$ cat src/rtl/vlog_tap_arbiter.sv
// Round-robin arbiter that serialises checker results into numbered TAP records.
// Tracks pass/fail totals and reports a plan check once finish is seen.
module vlog_tap_arbiter #(
  parameter int N_REQ = 4,
  parameter int ID_W  = 2,
  parameter int TC_W  = 16,
  parameter int PLAN  = 0
) (
  input  logic             clk_i,
  input  logic             rst_n_i,
  input  logic [N_REQ-1:0] req_i,
  input  logic [N_REQ-1:0] ok_i,
  output logic [N_REQ-1:0] ack_o,
  output logic             rec_valid_o,
  input  logic             rec_ready_i,
  output logic [TC_W-1:0]  rec_num_o,
  output logic             rec_ok_o,
  output logic [ID_W-1:0]  rec_src_o,
  input  logic             finish_i,
  output logic [TC_W-1:0]  pass_cnt_o,
  output logic [TC_W-1:0]  fail_cnt_o,
  output logic             done_o,
  output logic             plan_ok_o
);

  localparam int NX = 2**ID_W;
  localparam logic [TC_W-1:0] CMAX  = '1;
  localparam logic [TC_W-1:0] CPLAN = TC_W'(PLAN);
  localparam logic [ID_W-1:0] LAST  = ID_W'(N_REQ-1);

  typedef enum logic [1:0] {
    IDLE = 2'd0,
    OUT  = 2'd1,
    DONE = 2'd2
  } state_e;

  state_e           state_q, state_d;
  logic [ID_W-1:0]  ptr_q, ptr_d;
  logic [TC_W-1:0]  tc_q, tc_d;
  logic [TC_W-1:0]  pass_q, pass_d;
  logic [TC_W-1:0]  fail_q, fail_d;
  logic [TC_W-1:0]  num_q, num_d;
  logic             rok_q, rok_d;
  logic [ID_W-1:0]  src_q, src_d;
  logic [N_REQ-1:0] ack_q, ack_d;
  logic             fin_q, fin_d;
  logic             done_q, done_d;
  logic             plan_q, plan_d;

  logic [NX-1:0]    req_x, ok_x, ack_x;
  logic [ID_W:0]    cand;
  logic             gnt_vld;
  logic [ID_W-1:0]  gnt_idx;
  logic [TC_W-1:0]  tc_inc, pass_inc, fail_inc;

  // Pad to a power of two so an ID_W-bit index always fits.
  assign req_x = NX'(req_i);
  assign ok_x  = NX'(ok_i);
  assign ack_x = NX'(1) << gnt_idx;

  assign tc_inc   = (tc_q == CMAX)   ? tc_q   : tc_q + TC_W'(1);
  assign pass_inc = (pass_q == CMAX) ? pass_q : pass_q + TC_W'(1);
  assign fail_inc = (fail_q == CMAX) ? fail_q : fail_q + TC_W'(1);

  always_comb begin
    gnt_vld = 1'b0;
    gnt_idx = '0;
    cand    = '0;
    for (int k = 0; k < N_REQ; k++) begin
      cand = {1'b0, ptr_q} + (ID_W+1)'(k);
      if (cand >= (ID_W+1)'(N_REQ)) begin
        cand = cand - (ID_W+1)'(N_REQ);
      end
      if (!gnt_vld && req_x[cand[ID_W-1:0]]) begin
        gnt_vld = 1'b1;
        gnt_idx = cand[ID_W-1:0];
      end
    end
  end

  always_comb begin
    state_d = state_q;
    ptr_d   = ptr_q;
    tc_d    = tc_q;
    pass_d  = pass_q;
    fail_d  = fail_q;
    num_d   = num_q;
    rok_d   = rok_q;
    src_d   = src_q;
    ack_d   = '0;
    fin_d   = fin_q | finish_i;
    done_d  = done_q;
    plan_d  = plan_q;
    unique case (state_q)
      IDLE: begin
        if (gnt_vld) begin
          ack_d   = ack_x[N_REQ-1:0];
          tc_d    = tc_inc;
          num_d   = tc_inc;
          rok_d   = ok_x[gnt_idx];
          src_d   = gnt_idx;
          ptr_d   = (gnt_idx == LAST) ? '0 : gnt_idx + ID_W'(1);
          state_d = OUT;
        end else if (fin_q || finish_i) begin
          done_d  = 1'b1;
          plan_d  = (PLAN == 0) || (tc_q == CPLAN);
          state_d = DONE;
        end
      end
      OUT: begin
        if (rec_ready_i) begin
          if (rok_q) pass_d = pass_inc;
          else       fail_d = fail_inc;
          state_d = IDLE;
        end
      end
      DONE: begin
        state_d = DONE;
      end
      default: begin
        state_d = IDLE;
      end
    endcase
  end

  always_ff @(posedge clk_i or negedge rst_n_i) begin
    if (!rst_n_i) begin
      state_q <= IDLE;
      ptr_q   <= '0;
      tc_q    <= '0;
      pass_q  <= '0;
      fail_q  <= '0;
      num_q   <= '0;
      rok_q   <= 1'b0;
      src_q   <= '0;
      ack_q   <= '0;
      fin_q   <= 1'b0;
      done_q  <= 1'b0;
      plan_q  <= 1'b0;
    end else begin
      state_q <= state_d;
      ptr_q   <= ptr_d;
      tc_q    <= tc_d;
      pass_q  <= pass_d;
      fail_q  <= fail_d;
      num_q   <= num_d;
      rok_q   <= rok_d;
      src_q   <= src_d;
      ack_q   <= ack_d;
      fin_q   <= fin_d;
      done_q  <= done_d;
      plan_q  <= plan_d;
    end
  end

  assign ack_o       = ack_q;
  assign rec_valid_o = (state_q == OUT);
  assign rec_num_o   = num_q;
  assign rec_ok_o    = rok_q;
  assign rec_src_o   = src_q;
  assign pass_cnt_o  = pass_q;
  assign fail_cnt_o  = fail_q;
  assign done_o      = done_q;
  assign plan_ok_o   = plan_q;

endmodule
$ cat config.mk
export PLATFORM = sky130hd
export DESIGN_NAME = vlog_tap_arbiter
export DESIGN_NICKNAME = d
export VERILOG_FILES = /design/src/rtl/vlog_tap_arbiter.sv
export SDC_FILE = /design/constraint.sdc
export NUM_CORES = 1
export LEC_CHECK = 0
export BUFFER_PORTS_ARGS = -buffer_cell sky130_fd_sc_hd__buf_2
export CAP_MARGIN = 0
export CORE_UTILIZATION = 53
export CTS_CLUSTER_SIZE = 40
export DETAILED_ROUTE_END_ITERATION = 16
export PLACE_DENSITY = 0.78
export SLEW_MARGIN = 30
export SYNTH_ARGS = -nofsm -noshare
export SYNTH_HDL_FRONTEND = slang
export SYNTH_SLANG_ARGS = --single-unit
export TNS_END_PERCENT = 30
$ cat constraint.sdc
create_clock -name clk_i -period 1.9 [get_ports clk_i]
set_clock_uncertainty 0.1 [all_clocks]
set_input_delay 0.285 -clock clk_i [delete_from_list [all_inputs] [get_ports clk_i]]
set_output_delay 0.285 -clock clk_i [all_outputs]
set_load 0.01 [all_outputs]
Yosys cells after proc, flatten, opt, wreduce, memory -nomap -nowiden
Index checks and enable logic that the tools add are counted.
{"block": "totals", "memories": 0, "mem_bits_rw": 0, "latch_bits": 0, "ff_bits": 61, "romBits": 0, "input_bits": 12, "output_inout_bits": 58, "wordCells": 89}
{"block": "op_classes", "div_mod_pow": 0, "addsub": 11, "mul": 0, "order_cmp": 9, "n_reduce_logical": 14, "mux": 30, "bitwise": 6, "n_eq_ne": 8, "n_shift": 1}
{"op": "$add A16 B1 Y16 const B", "count": 3}
{"op": "$eq A16 B16 Y1 const B", "count": 3}
{"op": "$mux W2", "count": 12}
{"op": "$mux W16", "count": 1}
{"op": "$lt A2 B3 Y1 const B", "count": 5}
{"op": "$bmux W1 S2", "count": 5}
{"op": "$ge A3 B3 Y1 const B", "count": 3}
{"op": "$mux W1", "count": 9}
{"op": "$mux W4", "count": 2}
{"op": "$reduce_and A4 Y1", "count": 2}
{"op": "$sub A2 B1 Y2 const B", "count": 4}
{"op": "$add A2 B2 Y3 const B", "count": 2}
{"op": "$pmux W2 S3", "count": 1}
{"op": "$reduce_and A3 Y1", "count": 2}
{"op": "$not A1 Y1", "count": 5}
{"op": "$eq A2 B2 Y1 const B", "count": 2}
{"op": "$reduce_and A2 Y1", "count": 2}
{"op": "$shl A1 B2 Y4 const A", "count": 1}
{"op": "$add A2 B1 Y3 const B", "count": 1}
{"op": "$ge A2 B3 Y1 const B", "count": 1}
{"op": "$logic_and A1 B1 Y1", "count": 3}
{"op": "$logic_not A1 Y1", "count": 3}
{"op": "$ne A3 B3 Y1 const B", "count": 1}
{"op": "$add A2 B1 Y2 const B", "count": 1}
{"op": "5 further kinds", "count": 5}

Longest topological paths before layout
Gate-level depths: netlist of run 1.
{"block": "depth", "word_depth": 17, "depth_mapped": 7, "depth_no_buf": 7}

Worst setup path before layout of run 1
Ideal clock, no wire load.
{"block": "synth_timing", "kind": "register to register", "from": "register rec_num_o[0] (netlist name)", "to": "register num_q[1] (netlist: rec_num_o[1])", "stages_incl_launch_ff": 6, "synth_period_minus_slack_ns": 1.788, "setup_time_ns": 0.125, "arrival_time_ns": 1.563, "slack_ns": 0.112, "n_path_buf": 0, "required_ns": 1.675, "path_cell_list": "dfrtp_1 ha_1 nand3_1 nor4_1 nor2_2 mux2_4"}
{"item": "end signal: assignment", "line": "146", "rtl": "num_q <= num_d;"}
{"item": "end: declaration", "line": "42", "rtl": "logic [TC_W-1:0] num_q, num_d;"}

Final worst setup path of run 1
{"block": "layout_timing", "from": "register rok_q (netlist: rec_ok_o)", "to": "register fail_q[13] (netlist: fail_cnt_o[13])"}
{"block": "layout_via", "elab_chain_cells": 2}
{"item": "start: declaration", "line": "43", "rtl": "logic rok_q, rok_d;"}
{"item": "start signal: assignment", "line": "147", "rtl": "rok_q <= rok_d;"}
{"item": "$not A1 Y1 (no line)"}
{"item": "$reduce_and A4 Y1 (no line)"}
{"item": "end signal: assignment", "line": "145", "rtl": "fail_q <= fail_d;"}
{"item": "end: declaration", "line": "41", "rtl": "logic [TC_W-1:0] fail_q, fail_d;"}
No other way between the ends.
A chain may end at the register's enable or synchronous reset.

==> run summary, run 1 <==
reg-to-reg slack, setup: 0.07 ns
Final Util: 70.34%
die footprint: 5835 um^2
drc violations: 0
GRT overflow: 0
Final Setup Violations: 0
# clock sinks: 61
fin crit period: 1.829 ns
WL final: 5782 um
max cap viols: 0
CTS tree: done
Cells after DPL: 415
die width: 76.39 um
worst-path fanout max: 4
DP Wirelength: 4179 um
area grow syn2layout: 24.83%
Setup WS pre-CTS: 0.0009176 ns
I/O pin count: 70
leakage power: 1.857 nW
DR pass1 iterations: 4
syn avg cell area: 11.07 um^2
initial antenna violation count: 0
Setup crit end kind: flip-flop
DR iter-0 viols: 164
DR WL/cell: 13.38 um
Worst EP arrival: 1.94 ns
Antenna diodes: 0
Vias: 2275
Starting Density: 56.35%
Mapped Nets: 284
Longest Clk Path Bufs: 2
vias in the first global route: 2169
r2r startpoint: rec_ok_o
sequential share of the synthesized area: 52.05%
clk slew on worst S/H paths: 0.07 ns
final setup margin: 0.07091 ns
Slew @ Worst Pin: 0.5851 ns
count of input and output buffers: 69
worst min path class: in2reg
flops & latches, synth: 61
Slew Limit Fails: 0
Worst setup SP type: flip-flop
worst rel slew slack: 60.66%
Hold Fails Final Rpt: 0
Peak supply drop: 0.0007838 V
Fin Hold WS: 0.05953 ns
Routed Antenna Nets: 0
PwrDens: 1168 nW/um^2
Switch Pwr: 1.558 mW
cell area after synthesis: 2933 um^2
first-pass GRT wire length: 9984 um
fmax: 0.5467 GHz
Worst EP required: 2.01 ns
Pint: 2.719 mW
CTS root buf: clkbuf_8
CP Launch Point: rec_ok_o
site row count: 26
total track usage: 21.52%
fillcell total: 423
kind of critical path: reg2reg
RSZ-0062 raised after global routing: yes
count of cell types in the netlist: 46
cell area after layout: 3661 um^2
combinational cell fraction of total power: 33.6%
placed cell areas: 3463 um^2
die height: 76.39 um
Skew-Pair Late Insertion Delay: 0.33 ns
final worst-path cycle share: 96.27%
run status: completed
Synth Instances: 265
worst hold start: finish_i
CTS HTree Levels: 3
Clock Power Share: 22.4%
nets@finish: 376
total CTS buffers: 9
share of cells above drive strength 1: 33.43%
CORE AREA: 5205 um^2
Sequential Power Share: 44.0%
yosys warns: 0
Placer Congestion: 0.8242
Non-Filler Instances: 432
Via density: 5.266
largest net degree at the start of global routing: 62
Switching Share: 36.42%
## sequential cells by signal, summed over array words and instances (netlist names)
name / flops
rec_ok_o: 1
pass_cnt_o: 16
rec_src_o: 2
fail_cnt_o: 16
state_q: 2
fin_q: 1
rec_num_o: 16
ptr_q: 2
ack_o: 4
plan_ok_o: 1
## critical path, cell delays in order, from the launching register on
cell and delay (ns):
dfrtp_1 0.45, and4bb_2 0.37, nand4_1 0.19, nor3_2 0.31
nand4_1 0.15, xnor2_1 0.14
## worst paths after layout
path	end	depth (start not counted)
max	fail_cnt_o[13]	5
min	fin_q	2
max reg2reg	fail_cnt_o[13]	5
min reg2reg	fin_q	1
max in group asynchronous	fail_cnt_o[2]	3
min in group asynchronous	fail_cnt_o[6]	3
## kinds of logic (layout without fill, tap and decap cells)
logic type	after synthesis	in the layout	synth area share, %
mux	4	4	1.621
xor+xnor	43	43	12.84
buf+inv	11	108	1.578
fa+ha+maj	7	7	2.986
compound gates	19	19	4.522
flops	61	61	52.05
simple gates	120	120	24.40
## cell usage in the layout (no fill, tap or decap), drive strengths merged, types with 4 or more instances in the layout
cell type  synthesis  layout
a21oi              7       7
and3              10      10
and4               4       4
buf                2      82
clkbuf             0      11
clkinv             0       4
dfrtp             61      61
ha                 7       7
inv                9       9
nand2             23      23
nand2b             4       4
nand3             17      17
nand4             14      14
nor2              23      23
nor3               9       9
xnor2             29      29
xor2              14      14
## area by class of cell
| cell class | count | area, um^2 | area share (%) |
|---|---|---|---|
| clock buffer | 11 | 131.4 | 3.589 |
| clock inverter | 5 | 27.53 | 0.7519 |
| inverter | 9 | 33.78 | 0.9228 |
| multi-input combinational | 193 | 1389 | 37.94 |
| sequential | 61 | 1526 | 41.70 |
| tap | 70 | 87.58 | 2.392 |
| timing repair buffer | 83 | 465.4 | 12.71 |
## metal layers
layer | track usage [%] | up-vias | wire length, um
met5 | 0 | - | 0
met3 | 4.431 | 11 | 217
met1 | 28.91 | 1096 | 2724
met4 | 9.423 | 0 | 98
met2 | 33.78 | 56 | 2743
li1 | - | 1112 | -
## synth_stat cells (all sizes together)
master / n / area [um^2]
dfrtp: 61 / 1526
xnor2: 29 / 254.0
nand2: 23 / 102.6
nor2: 23 / 91.34
nand3: 17 / 85.08
nand4: 14 / 102.6
xor2: 14 / 122.6
and3: 10 / 62.56
inv: 9 / 33.78
nor3: 9 / 70.07
a21oi: 7 / 35.03
ha: 7 / 87.58
and4: 4 / 35.03
nand2b: 4 / 25.02
mux2: 3 / 37.53
nor2b: 3 / 18.77
o21ai: 3 / 15.01
a21o: 2 / 15.01
a31oi: 2 / 12.51
and2: 2 / 12.51
buf: 2 / 12.51
nor3b: 2 / 15.01
nor4: 2 / 27.53
or2: 2 / 12.52
or4: 2 / 18.77
a2111oi: 1 / 15.01
a211o: 1 / 8.760
a211oi: 1 / 7.510
a41oi: 1 / 16.27
and4bb: 1 / 12.51
mux2i: 1 / 10.01
nand4b: 1 / 15.01
o31ai: 1 / 7.510
or3b: 1 / 8.760
## through the flow
step,power [mW],setup TNS [ns]
2_1_floorplan,2.711,0
3_3_place_gp,3.258,0
3_5_place_dp,3.317,0
4_1_cts,4.282,0
5_1_grt,4.558,-0.08697
6_report,4.277,0
## power by group through the flow
stage	Clock, mW	Sequential (mW)	Combinational (mW)
floorplan	0	1.99	0.722
finish	0.958	1.88	1.44
detailed placement	0	1.89	1.43
CTS	0.973	1.87	1.44
global placement	0	1.87	1.39
global route	1.04	1.92	1.59
## what timing repair did
item | 4_1_cts | 5_1_grt
hold endpoints to repair | 61 | 0
hold buffers | 1 | 0
resized for setup | 0 | 6
setup endpoints to repair | 0 | 12
setup buffers | 0 | 0
Note: power is estimated with default switching activity, not from simulation.
==> run 2: changes to the inputs <==
==> constraint.sdc (replaced) <==
create_clock -name clk_i -period 1.9 [get_ports clk_i]
set_clock_uncertainty 0.1 [all_clocks]
set_input_delay 0.095 -clock clk_i [delete_from_list [all_inputs] [get_ports clk_i]]
set_output_delay 0.095 -clock clk_i [all_outputs]
set_load 0.01 [all_outputs]
==> run summary, run 2 (same netlist as run 1, synthesis figures left out) <==
run status: completed
RSZ-0062 raised after global routing: yes
drc violations: 0 (unchanged)
worst rel slew slack: 60.51% (-0.15 points)
Final Setup Violations: 0 (unchanged)
DR iter-0 viols: 102 (-38%)
largest net degree at the start of global routing: 25 (-60%)
worst min path class: in2reg
total track usage: 21.77% (+0.26 points)
cell area after layout: 3675 um^2 (+0.38%)
CP Buf/Inv Count: 0 (unchanged)
Worst EP arrival: 1.93 ns (about the same)
worst-path fanout max: 4 (unchanged)
most common cell after layout, fill and taps aside: buf_2
Total Power: 4.326 mW (+1.2%)
CP max stage cell: dfrtp_1
DR WL/cell: 13.62 um (+1.8%)
Critical Path Max Stage Delay: 0.42 ns (-0.03 ns)
I/O pin count: 70 (unchanged)
Setup crit end kind: flip-flop
Skew-Pair Late Insertion Delay: 0.33 ns (about the same)
fillcell total: 419 (-0.95%)
nets@finish: 378 (+0.53%)
Placer Congestion: 0.8112 (-1.6%)
Setup WS pre-CTS: 0.03008 ns (+0.02916 ns)
area grow syn2layout: 25.30%
GRT overflow: 0 (unchanged)
CTS tree: done
max cap viols: 0 (unchanged)
share of cells above drive strength 1: 32.23% (-1.2 points)
CTS root buf: clkbuf_8
commonest cells after routing, fill and taps aside: buf_2 (69), dfrtp_1 (61), xnor2_1 (29), nand2_1 (22), nor2_1 (21)
Hold Fails Final Rpt: 0 (unchanged)
Starting Density: 56.35% (unchanged)
Slew @ Worst Pin: 0.5873 ns (+0.002171 ns)
site row count: 26 (unchanged)
placed cell areas: 3451 um^2 (-0.36%)
count of input and output buffers: 69 (unchanged)
fin crit period: 1.827 ns (-0.002477 ns)
# clock sinks: 61 (unchanged)
kind of critical path: reg2reg
final setup TNS: 0 ns (unchanged)
met2 usage: 34.23% (+0.45 points)
most frequent CP cell: and3_1
CORE AREA: 5205 um^2 (unchanged)
Via density: 5.286 (+0.38%)
Antenna diodes: 0 (unchanged)
clk slew on worst S/H paths: 0.07 ns (about the same)
Post-CTS Setup Inserts: 0 (unchanged)
Peak supply drop: 0.0008912 V (+14%)
met1 usage: 28.81% (-0.10 points)
Vias: 2289 (+0.62%)
Final Util: 70.60% (+0.26 points)
DR pass1 iterations: 4 (unchanged)
leakage power: 1.865 nW (+0.46%)
Routed Antenna Nets: 0 (unchanged)
die footprint: 5835 um^2 (unchanged)
CTS HTree Levels: 3 (unchanged)
final setup margin: 0.07339 ns (+0.002477 ns)
initial antenna violation count: 0 (unchanged)
PwrDens: 1177 nW/um^2 (+0.77%)
die width: 76.39 um (unchanged)
cell family with most CP delay: simple AND/OR/NAND/NOR gates
total CTS buffers: 9 (unchanged)
Slew Limit Fails: 0 (unchanged)
Longest Clk Path Bufs: 2 (unchanged)
M3 GR Usage: 4.431% (unchanged)
die height: 76.39 um (unchanged)
critical path, cell by cell: ha_1, and3_1, and3_1, a21oi_1, nand2_1, xnor2_1
final worst-path cycle share: 96.14% (-0.13 points)
WL final: 5899 um (+2.0%)
fmax: 0.5475 GHz (+0.14%)
Worst EP required: 2.00 ns (about the same)
Worst setup SP type: flip-flop
DP Wirelength: 4269 um (+2.2%)
gr busiest metal: met2
vias in the first global route: 2150 (-0.88%)
first-pass GRT wire length: 9929 um (-0.55%)
==> run 2: cell types whose count changed in the layout (fill, tap and decap cells not counted), sizes merged <==
cell	previous run	this run
clkbuf	11	14
clkinv	4	1
clkinvlp	1	0
dlygate4sd3	1	3
==> run 2: repair_timing <==
| action | CTS | global route |
|---|---|---|
| endpoints found under the setup margin | 0 | 5 |
| resized for setup | 0 | 3 |
| hold buffers | 3 | 0 |
| hold endpoints to repair | 24 | 0 |
==> run 2: layer usage <==
layer	share of wire (%)	vias to the layer above
li1	-	1110
met1	45	1092
met2	49	80
met3	4.9	7
met4	1.2	0
met5	0	-
==> run 2: stage by stage <==
stage          hold slack [ns]  std cells
2_1_floorplan          -0.3006        265
3_3_place_gp         -0.006079        415
3_5_place_dp         -0.004355        415
4_1_cts                0.03542        433
5_1_grt                0.05141        433
6_report               0.05512        433
==> run 2: worst paths after layout <==
kind,start,to,slack [ns],cells past startpoint
worst max-delay path,fail_cnt_o[0],fail_cnt_o[7],0.07,6
worst min-delay path,ok_i[3],rec_ok_o,0.06,3
worst max register to register,fail_cnt_o[0],fail_cnt_o[7],0.07,6
worst min register to register,fin_q,fin_q,0.36,1
max in group asynchronous,rst_n_i,rec_num_o[14],0.88,3
min in group asynchronous,rst_n_i,fail_cnt_o[9],0.16,2
==> run 2: layout make-up <==
cell class | count | area [um^2] | share of cell area, %
tap | 70 | 87.58 | 2.383
multi-input combinational | 193 | 1376 | 37.45
clock buffer | 14 | 172.7 | 4.699
timing repair buffer | 85 | 473.0 | 12.87
sequential | 61 | 1526 | 41.54
clock inverter | 1 | 5.005 | 0.1362
inverter | 9 | 33.78 | 0.9193
==> run 2: report_power, final <==
group          leakage, nW  switching, mW  internal (mW)
Clock               0.0926          0.463          0.572
Sequential           0.787          0.300           1.58
Combinational        0.986          0.764          0.646
Total                 1.87           1.53           2.80
==> run 2: tightest hold or removal path: cells and delay by family <==
kind,cells,cell delay [ns]
AOI/OAI and AO/OA,1,0.11
buffers and inverters,1,0.09
muxes,1,0.13
==> run 3: changes to the inputs <==
--- a/config.mk
+++ b/config.mk
@@ -7,11 +7,11 @@
 export LEC_CHECK = 0
 export BUFFER_PORTS_ARGS = -buffer_cell sky130_fd_sc_hd__buf_2
 export CAP_MARGIN = 0
-export CORE_UTILIZATION = 53
+export CORE_ASPECT_RATIO = 0.8
+export CORE_UTILIZATION = 25
 export CTS_CLUSTER_SIZE = 40
 export DETAILED_ROUTE_END_ITERATION = 16
-export PLACE_DENSITY = 0.78
-export SLEW_MARGIN = 30
+export PLACE_DENSITY = 0.42
 export SYNTH_ARGS = -nofsm -noshare
 export SYNTH_HDL_FRONTEND = slang
 export SYNTH_SLANG_ARGS = --single-unit
==> run summary, run 3 (same netlist as run 1, synthesis figures left out) <==
Worst setup SP type: flip-flop
commonest cells after routing, fill and taps aside: buf_2 (69), dfrtp_1 (61), xnor2_1 (29), buf_4 (27), nand2_1 (22)
Worst EP required: 2.04 ns (+0.04 ns)
drc violations: 0 (unchanged)
area grow syn2layout: 36.48%
I/O pin count: 70 (unchanged)
Non-Filler Instances: 524 (+21%)
PwrDens: 1209 nW/um^2 (+2.7%)
worst rel slew slack: 59.49% (-1.0 points)
most common cell after layout, fill and taps aside: buf_2
CP Buf/Inv Count: 0 (unchanged)
fin crit period: 1.806 ns (-0.02062 ns)
fmax: 0.5537 GHz (+1.1%)
CTS HTree Levels: 3 (unchanged)
die height: 98.88 um (+29%)
Routed Antenna Nets: 0 (unchanged)
DR WL/cell: 12.61 um (-7.4%)
first-pass GRT wire length: 10850 um (+9.2%)
Setup crit end kind: flip-flop
DP Wirelength: 5012 um (+17%)
share of cells above drive strength 1: 34.74% (+2.5 points)
Setup WS pre-CTS: 0.07229 ns (+0.04221 ns)
Critical Path Max Stage Delay: 0.61 ns (+0.19 ns)
kind of critical path: reg2reg
Via density: 4.416 (-16%)
critical path, cell by cell: nand4b_2, or4_4, nor3_2, xor2_1
total track usage: 11.88% (-9.9 points)
final worst-path cycle share: 95.05% (-1.1 points)
GRT overflow: 0 (unchanged)
count of input and output buffers: 69 (unchanged)
CORE AREA: 11150 um^2 (+110%)
Vias: 2314 (+1.1%)
max cap viols: 0 (unchanged)
cell family with most CP delay: simple AND/OR/NAND/NOR gates
Skew-Pair Late Insertion Delay: 0.32 ns (about the same)
initial antenna violation count: 0 (unchanged)
clk slew on worst S/H paths: 0.05 ns (-0.02 ns)
# clock sinks: 61 (unchanged)
fillcell total: 1172 (+180%)
vias in the first global route: 2211 (+2.8%)
Placer Congestion: 0.7468 (-7.9%)
Reg area: 1526 um^2 (unchanged)
area of the multi-input gates: 1371 um^2 (-0.36%)
Cells after DPL: 505 (+22%)
Slew @ Worst Pin: 0.6076 ns (+0.02034 ns)
CP max stage cell: or4_4
RSZ-0062 raised after global routing: yes
nets@finish: 394 (+4.2%)
WL final: 6607 um (+12%)
leakage power: 1.998 nW (+7.1%)
CTS root buf: clkbuf_16
worst-path fanout max: 5 (+1)
Peak supply drop: 0.0006835 V (-23%)
die footprint: 12170 um^2 (+110%)
CTS tree: done
site row count: 34 (+31%)
Worst EP arrival: 1.95 ns (+0.02 ns)
largest net degree at the start of global routing: 24 (-4.0%)
Total Power: 4.838 mW (+12%)
DR pass1 iterations: 4 (unchanged)
run status: completed
Longest Clk Path Bufs: 2 (unchanged)
worst min path class: in2reg
die width: 123.1 um (+61%)
Final Setup Violations: 0 (unchanged)
total CTS buffers: 9 (unchanged)
Antenna diodes: 0 (unchanged)
DR iter-0 viols: 65 (-36%)
final setup margin: 0.09401 ns (+0.02062 ns)
Hold Fails Final Rpt: 0 (unchanged)
Slew Limit Fails: 0 (unchanged)
Starting Density: 26.31% (-30 points)
-- run 3: cell types whose count changed in the layout (fill, tap and decap cells not counted), sizes merged --
cell    previous run  this run
clkbuf            14        15
buf               82        98
-- run 3: final cells by class --
type,instances,area share (%)
Sequential cell,61,38.14
Multi-Input combinational cell,193,34.26
Timing Repair Buffer,101,15.44
Clock buffer,15,6.690
Tap cell,144,4.501
Inverter,9,0.8440
Clock inverter,1,0.1250
-- run 3: per-stage QoR --
step	instance area (um^2)	hold slack, ns	setup TNS, ns	util (%)
final	4003	0.03911	0	35.91
after global routing	4003	0.03510	-0.02513	35.91
after CTS	3991	0.009043	0	35.81
after detailed placement	3689	0.04045	0	33.09
after global placement	3689	0.04288	0	33.09
after floorplan	2933	-0.3006	0	-
-- run 3: per-layer routing --
layer | wire length [um] | part of all wire [%] | track usage, %
met1 | 3367 | 51 | 16.34
met2 | 2781 | 42 | 16.77
met3 | 374 | 5.7 | 4.109
met4 | 83 | 1.3 | 5.005
met5 | 0 | 0 | 0
-- run 3: timing repair --
action / 4_1_cts / 5_1_grt
endpoints found under the hold margin: 23 / 0
buffers inserted: 0 / 0
gates resized for setup: 0 / 2
hold buffers: 3 / 0
setup endpoints to repair: 0 / 4
-- run 3: path summary, 6_finish.rpt --
kind,endpoint,cells after the start,slack [ns],from
setup / recovery,pass_cnt_o[11],4,0.09,state_q[1]
hold / removal,rec_ok_o,3,0.04,ok_i[3]
setup reg to reg,pass_cnt_o[11],4,0.09,state_q[1]
hold reg to reg,fin_q,1,0.34,fin_q
max in group asynchronous,rec_num_o[0],3,0.94,rst_n_i
min in group asynchronous,fail_cnt_o[6],2,0.23,rst_n_i
-- run 3: power by group --
group | total (mW) | switching (mW) | internal (mW)
registers | 1.85 | 0.263 | 1.58
clock network | 1.48 | 0.532 | 0.952
logic | 1.51 | 0.787 | 0.721
-- run 3: tightest hold or removal path, cell delays in order --
cell,delay (ns)
buf_2,0.09
mux2i_1,0.13
a211oi_1,0.09
